--- config.mk ---
export PLATFORM = sky130hd
export DESIGN_NAME = adder_4bit_core
export DESIGN_NICKNAME = d
export VERILOG_FILES = /design/src/rtl/adder_4bit_core.sv
export SDC_FILE = /design/constraint.sdc
export NUM_CORES = 1
export LEC_CHECK = 0
export ABC_AREA = 1
export CAP_MARGIN = 30
export CORE_AREA = 5 5 42 44
export DETAILED_ROUTE_END_ITERATION = 12
export DIE_AREA = 0 0 47 49
export PLACE_DENSITY = 0.72
export SETUP_SLACK_MARGIN = 0.3
export SYNTH_ARGS = -nofsm -noshare
export SYNTH_HDL_FRONTEND = slang
export SYNTH_SLANG_ARGS = --single-unit
--- constraint.sdc ---
create_clock -name clk -period 4.7 [get_ports clk]
set_clock_uncertainty 0.05 [all_clocks]
set_input_delay 0.94 -clock clk [delete_from_list [all_inputs] [get_ports clk]]
set_output_delay 0.94 -clock clk [all_outputs]
set_load 0.01 [all_outputs]
--- src/rtl/adder_4bit_core.sv ---
// 4-bit ripple-carry adder slice with group propagate/generate for cascading,
// plus a registered copy of {carry, sum} and the signed-overflow flag.
module adder_4bit_core (
   input  logic       clk,
   input  logic       rst,
   input  logic [3:0] A,
   input  logic [3:0] B,
   input  logic       C_in,
   output logic [3:0] S_out,
   output logic       C_out,
   output logic       V_out,
   output logic       P_grp,
   output logic       G_grp,
   output logic [4:0] sum_q,
   output logic       v_q
);

   logic [3:0] p;
   logic [3:0] g;
   logic [4:0] c;
   logic [4:0] sum_d;

   assign p = A ^ B;
   assign g = A & B;

   always_comb begin
      c     = '0;
      S_out = '0;
      c[0]  = C_in;
      for (int i = 0; i < 4; i++) begin
         S_out[i] = p[i] ^ c[i];
         c[i+1]   = g[i] | (c[i] & p[i]);
      end
   end

   assign C_out = c[4];
   // Overflow when the carry into the sign bit differs from the carry out of it.
   assign V_out = c[3] ^ c[4];
   assign P_grp = &p;
   assign G_grp = g[3] | (p[3] & g[2]) | (p[3] & p[2] & g[1]) | (p[3] & p[2] & p[1] & g[0]);

   assign sum_d = {C_out, S_out};

   always_ff @(posedge clk) begin
      if (!rst) begin
         sum_q <= 5'b0;
         v_q   <= 1'b0;
      end else begin
         sum_q <= sum_d;
         v_q   <= V_out;
      end
   end

endmodule

# --- Word-level counts from Yosys, hierarchy flattened ---
# Cells that the tools add are included.
word_totals:
  output_inout_bits: 14
  ff_bits: 6
  inputBits: 11
  wordCells: 26
op_classes:
  reduce_logical: 1
  n_bitwise: 23
op_table:
  columns: ["operator", "count"]
  rows:
  - ["$and 1x1->1", 9]
  - ["$or 1x1->1", 7]
  - ["$xor 1x1->1", 5]
  - ["$and 4x4->4", 1]
  - ["$reduce_and 4->1", 1]
  - ["$xor 4x4->4", 1]

# --- Depth between registers and ports, before layout ---
logic_depth:
  depth_word: 10
  mapped_depth: 10
  ltp_nobuf: 10

# --- Least setup slack after synthesis ---
# OpenSTA, ideal clock, no wires.
synth_timing:
  path_kind: "input to output"
  from: "input A[0]"
  to: "output S_out[3]"
  n_path_buf: 0
  t_arrival_ns: 2.566
  cell_stages: 8
  path_slack_ns: 1.144
  t_required_ns: 3.710
  cell_sequence: "fa_1 inv_1 fa_1 inv_1 fa_1 inv_1 fa_1 inv_1"
synth_via:
  elab_chain_cells: 8
  word_cells_on_any_way: 9
  cone_classes: "bitwise: 9"
synth_lines:
  columns: ["item", "line", "text"]
  rows:
  - ["start, declared", "6", "input logic [3:0] A,"]
  - ["$xor 4x4->4", "23", "assign p = A ^ B;"]
  - ["$and 1x1->1", "32", "c[i+1] = g[i] | (c[i] & p[i]);"]
  - ["$or 1x1->1 *", "32", null]
  - ["$and 1x1->1 *", "32", null]
  - ["$or 1x1->1 *", "32", null]
  - ["$and 1x1->1 *", "32", null]
  - ["$or 1x1->1 *", "32", null]
  - ["$xor 1x1->1 *", "31", "S_out[i] = p[i] ^ c[i];"]
  - ["end, declared", "9", "output logic [3:0] S_out,"]
# Mark *: on every way between the ends. The rest lies on a longest branch, timed or not.

# --- Worst setup path after layout ---
# Ends and elaborated chain as after synthesis.

==> impl_metrics.toml <==
[floorplanning]
rows = 14
core_region_area_mm2 = 0.00140
ios = 25
die_y_um = 49
die_w_um = 47
start_util = 0.272
die_area_mm2 = 0.00230

[setup_path]
required_ns = 3.71
crit_fanout = 2
worstPathArrival_ns = 3.32
worstSetupStartpointType = "input pin"
worstSetupPathType = "in2out"
end_kind = "output port"

[final_layout]
final_util = 0.477
drive_gt1_frac = 0.0811
nets = 95
area_growth_pct = 75.1
n_antenna_cell = 0

[placed_design]
io_buffers = 24
dpl.hpwl_um = 733
gp_congestion = 0.625

[yosys]
netlist_top_cells_area = "dfxtp_1 (31%), fa_1 (21%), inv_1 (14%)"
synth_edf_count = 0
synthMuxAreaShare = 0
synth_compound_area_frac = 0.0230
synth_seq_cells = 6
synth_ff_type = "dfxtp_1"
postSynth.asyncResetShare = 0
yosys.area.top_type = "dfxtp_1"
post-synth-top-count-cell = "inv_1"
synth-seq-area-share = 0.315
syn-instance-count = 47
ys_top_cells_by_count = "inv_1 (14), nand2_1 (10), dfxtp_1 (6), nor2_1 (6)"
yosys.area.top_type_share = 0.315
synth_top_family_by_area = "adder cells"
synth_area_um2 = 382
syn_avg_cell_area_um2 = 8.12
ys_types = 9
synthAdderAreaFrac = 0.341
synth_simple_gate_area_frac = 0.174
yosysWarnings = 0
synth-xor-area-share = 0
syn_nets = 66

[clock_tree]
clk_path_buf_depth = 2
path_clk_slew_ns = 0.04
cts_tree = "built"
cts_sinks = 6
cts_root_buf = "clkbuf_4"
cts_max_level = 1
hold_buffers = 0
cts-buffers-inserted = 3

[drt]
vias_per_cell = 3.98
antenna_left = 0
drt-pass1-iter-count = 2
initialDrtViolationCount = 3
vias = 358
wire_per_inst_um = 9.01
routed_wl_um = 811
drcViolationCount = 0

[global_routing]
grt_max_degree = 5
antenna_found_initial = 0
gr-usage-met2 = 0.127
overflow = 0
grt_use_total = 0.0807
grt_first_pass_wirelength_mm = 1.30
use_met3 = 0.0111
grtUsageMet1 = 0.0828
busiest_layer = "met2"
first_global_vias = 373

[worst_hold_path]
min_path_cells = 3
min_path_type = "in2reg"

[run]
drv_cap = 0

[pwr]
powerDensity_mw_per_mm2 = 264
vdd_ir_drop_max_v = 0.0000759
p_leak_nw = 0.346

[timing]
fmax_mhz = 232
setup_viol = 0
period_minus_slack_ns = 4.31
finalHoldViolCount = 0
rsz0062_at_grt = "true"
slew_headroom = 0.905
drv_slew = 0
tns_ns = 0
post-route-period-util = 0.917
worstMarginPinSlew_ns = 0.142

[outcome]
outcome = "finished clean"
[power by group]
group	internal (mW)	switching, mW	total [mW]
clock network	0.0287	0.0157	0.0443
registers	0.0568	0.00119	0.0580
logic	0.0421	0.0319	0.0740
[layer usage]
metal	vias up	part of all wire	routed length, µm
li1	190	-	-
met1	144	0.36	295
met2	22	0.50	408
met3	2	0.11	87
met4	0	0.023	19
met5	-	0	0
[critical path, cell delays in order]
cell and delay (ns):
clkdlybuf4s50_1 0.45, fa_1 0.43, inv_1 0.08, fa_1 0.15
inv_1 0.05, fa_1 0.38, inv_1 0.10, fa_2 0.44
inv_1 0.07, clkdlybuf4s15_1 0.23
[state kept, by name, indices dropped and copies added (netlist names)]
name   cells
sum_q      5
v_q        1
[logic make-up after synthesis]
logic type / count (synthesis)
AOI/OAI and AO/OA: 1
buffers and inverters: 15
and+or+nand+nor: 17
DFF: 6
adders and majority gates: 8
[metrics by stage]
stage	setup slack (ns)	std cells	cell area, µm²	power (mW)	hold WS (ns)
finish	0.391	90	668	0.176	1.25
global route	0.296	90	668	0.192	1.25
CTS	0.355	90	664	0.179	1.25
detailed placement	0.0982	87	642	0.136	1.50
global placement	0.104	87	642	0.135	1.49
floorplan	1.14	47	382	0.0913	0.983
[what timing repair did]
action / CTS / global route
setup endpoints to repair: 2 / 2
endpoints found under the hold margin: 0 / 0
buffers inserted: 0 / 0
resized for setup: 3 / 2
[final cells by class]
cell class                      count  area [µm²]
Fill cell                         156         733
Clock buffer                        3        22.5
Multi-Input combinational cell     26         208
Inverter                           15        56.3
Timing Repair Buffer               24         241
Tap cell                           16        20.0
Sequential cell                     6         120
[path summary, 6_finish.rpt]
check                 from                  end  slack (ns)
worst min-delay path   rst  sum_q[2]$_SDFF_PN0_        1.25
worst max-delay path  A[0]             S_out[3]        0.39
[cells in the final DEF (no fill, tap or decap)]
cell	instances
nand2_1	10
dlymetal6s2s_1	1
clkbuf_4	3
nor2_1	6
dfxtp_1	6
dlygate4sd2_1	1
nand4_1	1
clkdlybuf4s50_1	21
a21oi_2	1
inv_2	1
fa_2	1
fa_1	3
clkdlybuf4s15_1	1
inv_1	14
ha_1	4
(Power assumes the default switching activity.)
